**config.mk**
```make
export PLATFORM = sky130hd
export DESIGN_NAME = channel_test_sequencer
export DESIGN_NICKNAME = d
export VERILOG_FILES = /design/src/rtl/channel_test_sequencer.sv
export SDC_FILE = /design/constraint.sdc
export NUM_CORES = 1
export LEC_CHECK = 0
export CORE_MARGIN = 3
export CORE_UTILIZATION = 60
export CTS_CLUSTER_SIZE = 28
export DETAILED_ROUTE_END_ITERATION = 12
export GPL_ROUTABILITY_DRIVEN = 0
export PLACE_DENSITY = 0.85
export SETUP_SLACK_MARGIN = 0.1
export SLEW_MARGIN = 10
export SYNTH_ARGS = -nofsm -noshare
export SYNTH_HDL_FRONTEND = slang
export SYNTH_SLANG_ARGS = --single-unit
```
**constraint.sdc**
```tcl
create_clock -name clk -period 7.71 [get_ports clk]
set_clock_uncertainty 0.15 [all_clocks]
set_input_delay 0.771 -clock clk [delete_from_list [all_inputs] [get_ports clk]]
set_output_delay 0.771 -clock clk [all_outputs]
set_load 0.1 [all_outputs]
```
**src/rtl/channel_test_sequencer.sv**
```systemverilog
// ============================================================================
// channel_test_sequencer : run controller for one generator/checker test pass
// Revision 1.0 - initial release
// ============================================================================
`default_nettype none

module channel_test_sequencer #(
    parameter logic [19:0] START_DELAY    = 20'd20000,
    parameter logic [15:0] NUM_WORDS      = 16'd256,
    parameter logic [15:0] TIMEOUT_CYCLES = 16'd4096,
    parameter logic [3:0]  DRAIN_CYCLES   = 4'd3
) (
    input  logic        clk,
    input  logic        reset_n,
    input  logic        start,
    output logic        gen_start,
    output logic [15:0] gen_num_words,
    output logic        chk_clear,
    input  logic        rx_tvalid,
    input  logic        rx_tlast,
    output logic        rx_tready,
    input  logic [3:0]  err_count,
    output logic        busy,
    output logic        done,
    output logic        pass,
    output logic        timeout,
    output logic [15:0] beat_count,
    output logic [3:0]  err_snapshot
);

    typedef enum logic [2:0] {
        ST_IDLE   = 3'd0,
        ST_WARMUP = 3'd1,
        ST_LAUNCH = 3'd2,
        ST_RUN    = 3'd3,
        ST_DRAIN  = 3'd4,
        ST_DONE   = 3'd5
    } state_t;

    state_t      state_q, state_d;
    logic [19:0] delay_cnt_q, delay_cnt_d;
    logic [15:0] watchdog_q, watchdog_d;
    logic [3:0]  drain_cnt_q, drain_cnt_d;
    logic [15:0] beat_count_q, beat_count_d;
    logic        last_tlast_q, last_tlast_d;
    logic        timeout_q, timeout_d;
    logic        pass_q, pass_d;
    logic [3:0]  err_snapshot_q, err_snapshot_d;
    logic        gen_start_q, gen_start_d;
    logic        chk_clear_q, chk_clear_d;
    logic        rx_tready_q, rx_tready_d;
    logic        busy_q, busy_d;
    logic        done_q, done_d;
    logic        w_beat;

    assign w_beat = rx_tvalid & rx_tready_q;

    always_comb begin
        state_d        = state_q;
        delay_cnt_d    = delay_cnt_q;
        watchdog_d     = watchdog_q;
        drain_cnt_d    = drain_cnt_q;
        beat_count_d   = beat_count_q;
        last_tlast_d   = last_tlast_q;
        timeout_d      = timeout_q;
        pass_d         = pass_q;
        err_snapshot_d = err_snapshot_q;
        chk_clear_d    = 1'b0;

        case (state_q)
            ST_IDLE, ST_DONE: begin
                if (start) begin
                    state_d        = ST_WARMUP;
                    chk_clear_d    = 1'b1;
                    delay_cnt_d    = 20'd0;
                    beat_count_d   = 16'd0;
                    last_tlast_d   = 1'b0;
                    timeout_d      = 1'b0;
                    pass_d         = 1'b0;
                    err_snapshot_d = 4'd0;
                end
            end
            ST_WARMUP: begin
                if (delay_cnt_q == START_DELAY - 20'd1) begin
                    state_d = ST_LAUNCH;
                end else begin
                    delay_cnt_d = delay_cnt_q + 20'd1;
                end
            end
            ST_LAUNCH: begin
                watchdog_d = 16'd0;
                state_d    = ST_RUN;
            end
            ST_RUN: begin
                // A beat always takes priority over the watchdog expiring.
                if (w_beat) begin
                    beat_count_d = beat_count_q + 16'd1;
                    watchdog_d   = 16'd0;
                    last_tlast_d = rx_tlast;
                    if (rx_tlast || (beat_count_q + 16'd1 == NUM_WORDS)) begin
                        state_d     = ST_DRAIN;
                        drain_cnt_d = 4'd0;
                    end
                end else if (watchdog_q == TIMEOUT_CYCLES - 16'd1) begin
                    timeout_d   = 1'b1;
                    state_d     = ST_DRAIN;
                    drain_cnt_d = 4'd0;
                end else begin
                    watchdog_d = watchdog_q + 16'd1;
                end
            end
            ST_DRAIN: begin
                if (drain_cnt_q == DRAIN_CYCLES - 4'd1) begin
                    err_snapshot_d = err_count;
                    pass_d         = (err_count == 4'd0) && !timeout_q &&
                                     (beat_count_q == NUM_WORDS) && last_tlast_q;
                    state_d        = ST_DONE;
                end else begin
                    drain_cnt_d = drain_cnt_q + 4'd1;
                end
            end
            default: begin
                state_d = ST_IDLE;
            end
        endcase

        // Outputs are registered from the next state so they align with it.
        gen_start_d = (state_d == ST_LAUNCH);
        rx_tready_d = (state_d == ST_RUN);
        busy_d      = (state_d == ST_WARMUP) || (state_d == ST_LAUNCH) ||
                      (state_d == ST_RUN)    || (state_d == ST_DRAIN);
        done_d      = (state_d == ST_DONE);
    end

    always_ff @(posedge clk or negedge reset_n) begin
        if (!reset_n) begin
            state_q        <= ST_IDLE;
            delay_cnt_q    <= 20'd0;
            watchdog_q     <= 16'd0;
            drain_cnt_q    <= 4'd0;
            beat_count_q   <= 16'd0;
            last_tlast_q   <= 1'b0;
            timeout_q      <= 1'b0;
            pass_q         <= 1'b0;
            err_snapshot_q <= 4'd0;
            gen_start_q    <= 1'b0;
            chk_clear_q    <= 1'b0;
            rx_tready_q    <= 1'b0;
            busy_q         <= 1'b0;
            done_q         <= 1'b0;
        end else begin
            state_q        <= state_d;
            delay_cnt_q    <= delay_cnt_d;
            watchdog_q     <= watchdog_d;
            drain_cnt_q    <= drain_cnt_d;
            beat_count_q   <= beat_count_d;
            last_tlast_q   <= last_tlast_d;
            timeout_q      <= timeout_d;
            pass_q         <= pass_d;
            err_snapshot_q <= err_snapshot_d;
            gen_start_q    <= gen_start_d;
            chk_clear_q    <= chk_clear_d;
            rx_tready_q    <= rx_tready_d;
            busy_q         <= busy_d;
            done_q         <= done_d;
        end
    end

    assign gen_num_words = NUM_WORDS;
    assign gen_start     = gen_start_q;
    assign chk_clear     = chk_clear_q;
    assign rx_tready     = rx_tready_q;
    assign busy          = busy_q;
    assign done          = done_q;
    assign pass          = pass_q;
    assign timeout       = timeout_q;
    assign beat_count    = beat_count_q;
    assign err_snapshot  = err_snapshot_q;

endmodule

`default_nettype wire
```
==> results of run 1 <==
==> cell families after synthesis <==
| kind of cell | count (synthesis) | synth area share, % |
|---|---|---|
| AO/OA/AOI/OAI | 131 | 19.57 |
| AND/OR/NAND/NOR | 197 | 26.70 |
| flip-flops | 71 | 42.55 |
| other | 2 | 0.1799 |
| XOR/XNOR | 8 | 1.678 |
| multiplexers | 3 | 0.7192 |
| adder cells (fa/ha/maj) | 7 | 2.038 |
| buffers and inverters | 52 | 6.563 |
==> stage by stage <==
step           area, um2  total power [mW]
2_1_floorplan       4228            0.8388
3_3_place_gp        4459            0.9290
3_5_place_dp        4459            0.9467
4_1_cts             4623             1.208
5_1_grt             4623             1.287
6_report            4623             1.208
==> sequential cells by signal, summed over array words and instances, names as in the netlist <==
name and count:
beat_count 16, chk_clear 1, timeout 1, watchdog_q 16
rx_tready 1, pass 1, busy 1, done 1
drain_cnt_q 4, state_q 3, delay_cnt_q 20, last_tlast_q 1
err_snapshot 4, gen_start 1
==> final timing paths <==
path                             endpoint  slack (ns)
hold / removal                       pass        0.34
setup / recovery            beat_count[2]        4.30
max in group asynchronous            pass        6.33
min in group asynchronous  delay_cnt_q[0]        0.47
hold reg to reg                      pass        0.34
setup reg to reg            beat_count[2]        4.30
==> worst min-delay path: cells and delay by family, from the launching register on <==
kind	cells	cell delay, ns
and+or+nand+nor	2	0.11
DFF	1	0.36
==> cell usage after synthesis (6+ instances only) <==
library cell / count / area [um2]
dfrtp_1: 71 / 1777
o21ai_0: 44 / 220.2
nand2_1: 38 / 142.6
nor2_1: 34 / 127.6
a21oi_1: 26 / 130.1
o31ai_1: 23 / 172.7
clkbuf_1: 22 / 82.58
nand3_1: 21 / 105.1
buf_4: 17 / 127.6
nand4_1: 16 / 100.1
or4_1: 15 / 112.6
a31oi_1: 10 / 62.56
and3_1: 10 / 62.56
inv_1: 10 / 37.54
nor3_1: 9 / 45.04
nor4_1: 8 / 50.05
a22o_1: 7 / 61.31
nand2b_1: 7 / 43.79
xor2_1: 7 / 61.31
ha_1: 6 / 75.07
nand4b_1: 6 / 52.55
==> power by group through the flow <==
stage	combinational [mW]	clock, mW	sequential (mW)
detailed placement	0.460	0	0.487
global placement	0.447	0	0.482
global route	0.510	0.285	0.492
CTS	0.464	0.264	0.480
floorplan	0.296	0	0.543
finish	0.468	0.258	0.482
==> per-layer routing <==
metal	global-route usage [%]	vias up	part of all wire, %
met3	4.240	17	6.5
li1	-	1787	-
met5	0	-	0
met1	38.70	1832	46
met4	9.743	0	1.5
met2	37.78	142	46
==> layout make-up <==
class                           instances  area (um2)  area share (%)
Clock buffer                           13       158.9           3.437
Clock inverter                          1       5.005          0.1083
Inverter                               11       41.29          0.8931
Multi-Input combinational cell        362        2177           47.09
Sequential cell                        71        1777           38.43
Tap cell                               77       96.34           2.084
Timing Repair Buffer                   38       367.9           7.957
==> reports/metrics.yaml, run 1 <==
outcome:
  status: "completed"
power_and_ir_drop:
  p_int_uw: 667.9
  p_leak_nw: 1.885
  p_per_area_nw_per_um2: 261.3
  p_switching_uw: 540.2
  pwr-share-clk_pct: 21.3
  swShare_pct: 44.72
  comb_power_share_pct: 38.8
  p_seq_share_pct: 39.9
  peakVddDrop_v: 0.0002591
drt:
  vias_per_cell: 6.593
  route.detailed.wl_per_inst_um: 17.10
  drt_wl_total_mm: 9.797
  drt_first_pass_iters: 5
  antenna_left: 0
  drt_iter0_drc: 382
  vias: 3778
  route.detailed.drc: 0
logic_synthesis:
  yosys_warnings: 0
  synth_area_um2: 4175
  synthArstFlopShare_pct: 100.0
  synth_seq_cells: 71
  ys_seq_area_share_pct: 42.55
  ys.flop_type: "dfrtp_1"
  syn_avg_cell_area_um2: 8.865
  synth-edff-count: 0
  syn_inst: 471
  ys_types: 52
die:
  initial_core_util_pct: 63.93
  rows: 29
  fp.dieW_um: 89.42
  core_um2: 6531
  fp.dieH_um: 89.42
  die_area_um2: 7996
  boundaryPins: 52
finish:
  final_cell_count_no_fill: 573
  fin_nets: 508
  syn2layout_area_growth_pct: 10.73
  drive_above_1_share_pct: 5.040
  utilization_pct: 70.79
  final_common_cell: "dfrtp_1"
  final_cell_mix: "dfrtp_1 (71), o21ai_0 (44), nand2_1 (38)"
  antenna_cells: 0
  fill_cells: 490
grt:
  grt_start_max_net_pins: 72
  gr-total-overflow: 0
  antenna_found_initial: 0
  grt_pass1_vias: 3387
  grt_pass1_wl_mm: 16.19
  grt_usage_pct: 25.92
setup_path:
  cp_data_arrival_time_ns: 3.52
  cp_num_cells: 6
  cp_slowest_stage_delay_ns: 1.00
  reg2reg_depth: 6
  crit_path_frequent_cell: "o21ai_0"
  start_kind: "flop"
  cp-end-kind: "flop"
  cp_slowest_cell: "nor2_1"
  cp-startpoint: "state_q[0]"
  crit_chain: "nand2b_1 > nand4b_1 > clkinv_1 > nor2_1 > o21ai_0 > o21ai_0"
  r2r-start: "state_q[0]"
  path_max_fanout: 19
  crit_type: "reg2reg"
  cp.required_ns: 7.81
  path_buf_inv: 1
  cpLargestDelayFamily: "simple AND/OR/NAND/NOR gates"
clock_tree:
  clkLatencyLatePin_ns: 0.34
  cts_root_buf: "clkbuf_8"
  ctsHtreeMaxLevel: 3
  clock-sinks: 71
  post_cts_resized: 0
  tritoncts: "built"
  cts_buffers: 9
  cts_hold_buf: 0
  post-cts-setup-buffer-count: 0
  clk_path_buf_depth: 2
  path_clk_slew_ns: 0.07
sta:
  hold_ws_ns: 0.3448
  slew_headroom_pct: 29.74
  drv_slew: 0
  worstMarginPinSlew_ns: 1.044
  finalHoldViolCount: 0
  period_share_pct: 44.27
  max_freq_mhz: 293.0
  finalSetupViolations: 0
  grt_setup_unrepaired: "no"
  worst_slack_ns: 4.297
  finalSetupTns_ns: 0
  fin_crit_ns: 3.413
placed_design:
  io_buffers: 35
  pre_cts_ws_ns: 4.048
  placedCellCount: 559
  dp_hpwl_mm: 6.767
min_path:
  holdPathStages: 2
  worstHoldStart: "pass"
  hold_path_class: "reg2reg"
flow_run:
  maxCapViolCount: 0
(Power assumes the default switching activity.)
==> run 2: changes to the inputs <==
Settings changed: CORE_UTILIZATION 60 to 56, PLACE_DENSITY 0.85 to 0.8.
Clock period 7.71 ns to 3.4 ns, I/O delays scaled along.
==> reports/metrics.yaml, run 2 (synthesis gave the netlist of run 1 again) <==
outcome:
  status: "completed"
power_and_ir_drop:
  p_leak_nw: 1.952  # +3.6%
  comb_power_share_pct: 38.6  # -0.2 points
  p_int_mw: 1.642  # +150%
  p_switching_mw: 1.246  # +130%
  swShare_pct: 43.15  # -1.6 points
  p_per_area_nw_per_um2: 608.1  # +130%
  peakVddDrop_v: 0.0004291  # +66%
  p_seq_share_pct: 37.0  # -2.9 points
  pwr-share-clk_pct: 24.4  # +3.1 points
sta:
  drv_slew: 0  # unchanged
  period_share_pct: 80.33  # +36 points
  max_freq_mhz: 366.2  # +25%
  finalHoldViolCount: 0  # unchanged
  grt_setup_unrepaired: "no"
  slew_headroom_pct: 34.50  # +4.8 points
  finalSetupViolations: 0  # unchanged
  finalSetupTns_ns: 0  # unchanged
  worstMarginPinSlew_ns: 0.9794  # -0.06485 ns
  fin_crit_ns: 2.731  # -0.6821 ns
drt:
  drt_first_pass_iters: 5  # unchanged
  vias: 3814  # +0.95%
  vias_per_cell: 6.336  # -3.9%
  antenna_left: 0  # unchanged
  route.detailed.drc: 0  # unchanged
  route.detailed.wl_per_inst_um: 16.32  # -4.6%
  drt_iter0_drc: 460  # +20%
  drt_wl_total_mm: 9.824  # +0.28%
die:
  rows: 30  # +3.4%
  die_area_um2: 8528  # +6.6%
  initial_core_util_pct: 59.48  # -4.4 points
  fp.dieH_um: 92.35  # +3.3%
  boundaryPins: 52  # unchanged
  fp.dieW_um: 92.35  # +3.3%
  core_um2: 7019  # +7.5%
clock_tree:
  clk_path_buf_depth: 2  # unchanged
  cts_root_buf: "clkbuf_8"
  ctsHtreeMaxLevel: 3  # unchanged
  clkLatencyLatePin_ns: 0.34  # about the same
  cts_hold_buf: 1  # +1
  clock-sinks: 71  # unchanged
  cts_buffers: 9  # unchanged
  tritoncts: "built"
  path_clk_slew_ns: 0.07  # about the same
  post_cts_resized: 0  # unchanged
  post-cts-setup-buffer-count: 0  # unchanged
setup_path:
  rrSetupSlack_ns: 0.67  # -3.63 ns
  cp_data_arrival_time_ns: 2.78  # -0.74 ns
  cp.required_ns: 3.45  # -4.36 ns
  cp_slowest_cell: "nor4_1"
  r2r-start: "beat_count[4]"
  path_max_fanout: 8  # -11
  cp-end-kind: "flop"
  cpLargestDelayFamily: "simple AND/OR/NAND/NOR gates"
  cp_slowest_stage_delay_ns: 0.66  # -0.34 ns
  crit_chain: "nand4_1 > nor4b_1 > xor2_1 > nor4_1 > o21ai_0"
  path_buf_inv: 0  # -1
  crit_type: "reg2reg"
  r2r_end: "drain_cnt_q[0]"
  reg2reg_depth: 5  # -1
  start_kind: "flop"
finish:
  fin_nets: 516  # +1.6%
  utilization_pct: 67.66  # -3.1 points
  largest_reg_flops: 20  # unchanged
  drive_above_1_share_pct: 7.312  # +2.3 points
  regArea_um2: 1777  # unchanged
  max_flop_register: "delay_cnt_q"
  final_cell_mix: "dfrtp_1 (71), o21ai_0 (44), nand2_1 (38)"
  antenna_cells: 0  # unchanged
  multiInputGateArea_um2: 2177  # unchanged
  final_cell_count_no_fill: 602  # +5.1%
  fill_cells: 551  # +12%
  final_common_cell: "dfrtp_1"
  syn2layout_area_growth_pct: 13.75
grt:
  antenna_found_initial: 0  # unchanged
  gr-total-overflow: 0  # unchanged
  grt_usage_pct: 24.03  # -1.9 points
  grt_pass1_vias: 3516  # +3.8%
  grt_pass1_wl_mm: 16.80  # +3.7%
  grt_start_max_net_pins: 34  # -53%
placed_design:
  io_buffers: 35  # unchanged
  placedCellCount: 585  # +4.7%
  dp_hpwl_mm: 6.912  # +2.1%
min_path:
  hold_path_class: "in2async"
flow_run:
  maxCapViolCount: 0  # unchanged
==> run 2: cell types whose count changed in the layout (fill, tap and decap cells not counted), sizes merged <==
cell           previous run  this run
buf                       4        13
clkdlybuf4s50            34        32
bufinv                    0         1
clkinv                    2         3
dlygate4sd3               0         1
==> run 2: how the worst max path moves through the flow <==
stage	slack (ns)	to	cells after the start	from
6_report	0.67	drain_cnt_q[0]	5	beat_count[4]
5_1_grt	0.34	drain_cnt_q[1]	6	beat_count[0]
4_1_cts	0.67	drain_cnt_q[0]	6	beat_count[0]
3_5_place_dp	0.68	drain_cnt_q[0]	6	beat_count[0]
3_3_place_gp	0.85	delay_cnt_q[9]	5	delay_cnt_q[5]
2_1_floorplan	0.31	drain_cnt_q[0]	6	beat_count[4]
==> run 2: worst register-to-register path: cells and delay by family (launching register included) <==
family           cells  cell delay, ns
XOR/XNOR             1            0.19
flip-flops           1            0.49
AND/OR/NAND/NOR      3            1.57
AO/OA/AOI/OAI        1            0.19
==> run 2: power by group through the flow <==
stage / Clock [mW] / Combinational, mW / Sequential, mW
final: 0.704 / 1.11 / 1.07
after global routing: 0.759 / 1.22 / 1.09
after CTS: 0.716 / 1.11 / 1.07
after detailed placement: 0 / 1.10 / 1.08
after global placement: 0 / 1.07 / 1.07
after floorplan: 0 / 0.671 / 1.23
==> run 2: layer usage <==
metal	part of all wire, %	GRT usage (%)
met2	47	36.74
met5	0	0
met4	1.2	8.045
met1	45	33.42
met3	7.1	6.011
==> run 2: through the flow <==
stage	total power [mW]	area, um2	hold WS (ns)	setup slack (ns)
floorplan	1.902	4228	-0.1056	0.3117
global placement	2.148	4531	0.1300	0.8473
detailed placement	2.181	4531	0.1322	0.6790
CTS	2.891	4750	0.2895	0.6728
global route	3.068	4750	0.3141	0.3354
finish	2.888	4750	0.2901	0.6689
==> run 2: cell type report <==
| class | instances | share of cell area (%) |
|---|---|---|
| multi-input combinational | 362 | 45.84 |
| sequential | 71 | 37.41 |
| timing repair buffer | 46 | 8.957 |
| clock buffer | 13 | 3.556 |
| tap | 96 | 2.529 |
| inverter | 11 | 0.8693 |
| clock inverter | 3 | 0.8430 |
==> run 3: changes to the inputs <==
Settings changed: CORE_UTILIZATION 56 to 51, PLACE_DENSITY 0.8 to 0.77.
Clock period 3.4 ns to 2.41 ns, I/O delays scaled along.
==> reports/metrics.yaml, run 3 (synthesis gave the netlist of run 1 again) <==
finish:
  drive_above_1_share_pct: 24.02  # +17 points
  syn2layout_area_growth_pct: 23.07
  final_cell_count_no_fill: 639  # +6.1%
  largest_reg_flops: 20  # unchanged
  final_cell_mix: "buf_4 (62), dfrtp_1 (55), o21ai_0 (42)"
  final_common_cell: "buf_4"
  fin_nets: 547  # +6.0%
  utilization_pct: 65.48  # -2.2 points
  antenna_cells: 0  # unchanged
  max_flop_register: "delay_cnt_q"
  fill_cells: 639  # +16%
sta:
  grt_setup_unrepaired: "yes"
  finalSetupTns_ns: -0.01183  # -0.01183 ns
  drv_slew: 0  # unchanged
  finalSetupViolations: 2  # +2
  worstMarginPinSlew_ns: 0.7657  # -0.2138 ns
  hold_ws_ns: 0.2908  # +0.0006670 ns
  fin_crit_ns: 2.422  # -0.3094 ns
  slew_headroom_pct: 48.48  # +14 points
  period_share_pct: 100.5  # +20 points
  max_freq_mhz: 412.9  # +13%
  finalHoldViolCount: 0  # unchanged
  worst_slack_ns: -0.01167  # -0.6806 ns
power_and_ir_drop:
  p_switching_mw: 1.881  # +51%
  p_seq_share_pct: 33.6  # -3.4 points
  p_per_area_nw_per_um2: 871.0  # +43%
  peakVddDrop_v: 0.0006993  # +63%
  swShare_pct: 42.03  # -1.1 points
  p_leak_nw: 2.179  # +12%
  comb_power_share_pct: 40.6  # +2.0 points
  pwr-share-clk_pct: 25.9  # +1.5 points
  p_total_mw: 4.476  # +55%
  p_int_mw: 2.595  # +58%
setup_path:
  cp.required_ns: 2.50  # -0.95 ns
  cp_slowest_cell: "or4_1"
  cp-end-kind: "flop"
  r2r-start: "delay_cnt_q[7]"
  crit_type: "reg2reg"
  cp_slowest_stage_delay_ns: 0.52  # -0.14 ns
  reg2reg_depth: 8  # +3
  start_kind: "flop"
  crit_chain: "or4_1 > or4_4 > buf_6 > nor4_4 > buf_4 > buf_6 > or4_1 > a21oi_1"
  path_max_fanout: 9  # +1
  rrSetupSlack_ns: -0.01  # -0.68 ns
  cp_data_arrival_time_ns: 2.51  # -0.27 ns
  r2r_end: "delay_cnt_q[2]"
clock_tree:
  clkLatencyLatePin_ns: 0.36  # +0.02 ns
  clk_path_buf_depth: 2  # unchanged
  tritoncts: "built"
  cts_root_buf: "clkbuf_8"
  ctsHtreeMaxLevel: 3  # unchanged
  cts_buffers: 9  # unchanged
  path_clk_slew_ns: 0.08  # about the same
  clock-sinks: 71  # unchanged
drt:
  drt_first_pass_iters: 5  # unchanged
  vias_per_cell: 6.199  # -2.2%
  drt_wl_total_mm: 11.15  # +14%
  route.detailed.wl_per_inst_um: 17.45  # +6.9%
  vias: 3961  # +3.9%
  drt_iter0_drc: 284  # -38%
  route.detailed.drc: 0  # unchanged
  antenna_left: 0  # unchanged
grt:
  gr-total-overflow: 0  # unchanged
  grt_usage_pct: 24.59  # +0.56 points
  grt_pass1_vias: 3623  # +3.0%
  grt_start_max_net_pins: 72  # +110%
  antenna_found_initial: 0  # unchanged
  grt_pass1_wl_mm: 17.80  # +6.0%
die:
  rows: 32  # +6.7%
  boundaryPins: 52  # unchanged
  fp.dieH_um: 96.48  # +4.5%
  die_area_um2: 9308  # +9.2%
  initial_core_util_pct: 53.20  # -6.3 points
  fp.dieW_um: 96.48  # +4.5%
  core_um2: 7848  # +12%
outcome:
  violations: "setup timing"
  status: "complete, but fails checks"
placed_design:
  io_buffers: 35  # unchanged
  dp_hpwl_mm: 7.383  # +6.8%
  placedCellCount: 615  # +5.1%
min_path:
  hold_path_class: "in2async"
flow_run:
  maxCapViolCount: 0  # unchanged
[run 3: what timing repair did]
action                     4_1_cts  5_1_grt
cloned                           0        2
hold endpoints to repair        71        0
hold buffers                     1        0
pin swaps                        0        3
buffers inserted                 2        3
gates resized for setup          3       21
setup endpoints to repair       22       40
[run 3: power by group through the flow]
stage | combinational, mW | clock (mW) | sequential (mW)
2_1_floorplan | 0.950 | 0 | 1.75
3_3_place_gp | 1.65 | 0 | 1.51
3_5_place_dp | 1.69 | 0 | 1.53
4_1_cts | 1.75 | 1.17 | 1.50
5_1_grt | 1.97 | 1.23 | 1.53
6_report | 1.82 | 1.16 | 1.50
[run 3: worst max path at each step]
stage,from,end,slack [ns],depth (start not counted)
after floorplan,delay_cnt_q[7],delay_cnt_q[9],0.03,5
after global placement,delay_cnt_q[7],delay_cnt_q[9],0.04,5
after detailed placement,start,beat_count[9],0.008,6
after CTS,delay_cnt_q[7],delay_cnt_q[2],0.006,7
after global routing,delay_cnt_q[6],delay_cnt_q[8],-0.06,8
final,delay_cnt_q[7],delay_cnt_q[2],-0.01,8
[run 3: routing by layer]
layer | GRT usage (%) | part of all wire, %
met1 | 33.97 | 44
met4 | 8.645 | 1.8
met5 | 0 | 0
met3 | 4.105 | 4.8
met2 | 39.08 | 49
[run 3: cell type report]
| cell class | instances | area [um2] | share of cell area, % |
|---|---|---|---|
| clock buffer | 10 | 127.6 | 2.484 |
| timing repair buffer | 77 | 626.9 | 12.20 |
| clock inverter | 6 | 108.9 | 2.118 |
| inverter | 11 | 41.29 | 0.8035 |
| sequential | 71 | 1812 | 35.26 |
| tap | 102 | 127.6 | 2.484 |
| multi-input combinational | 362 | 2295 | 44.66 |
[run 3: worst max-delay path: cells and delay by family (launching register included)]
kind	cells	cell delay, ns
compound gates	1	0.07
buf+inv	3	0.46
flops	1	0.37
simple gates	4	1.25
[run 3: per-stage QoR]
stage	area [um2]	worst slack, ns
detailed placement	4745	0.007872
CTS	5017	0.005618
finish	5139	-0.01167
floorplan	4318	0.03007
global route	5139	-0.06466
global placement	4745	0.03751
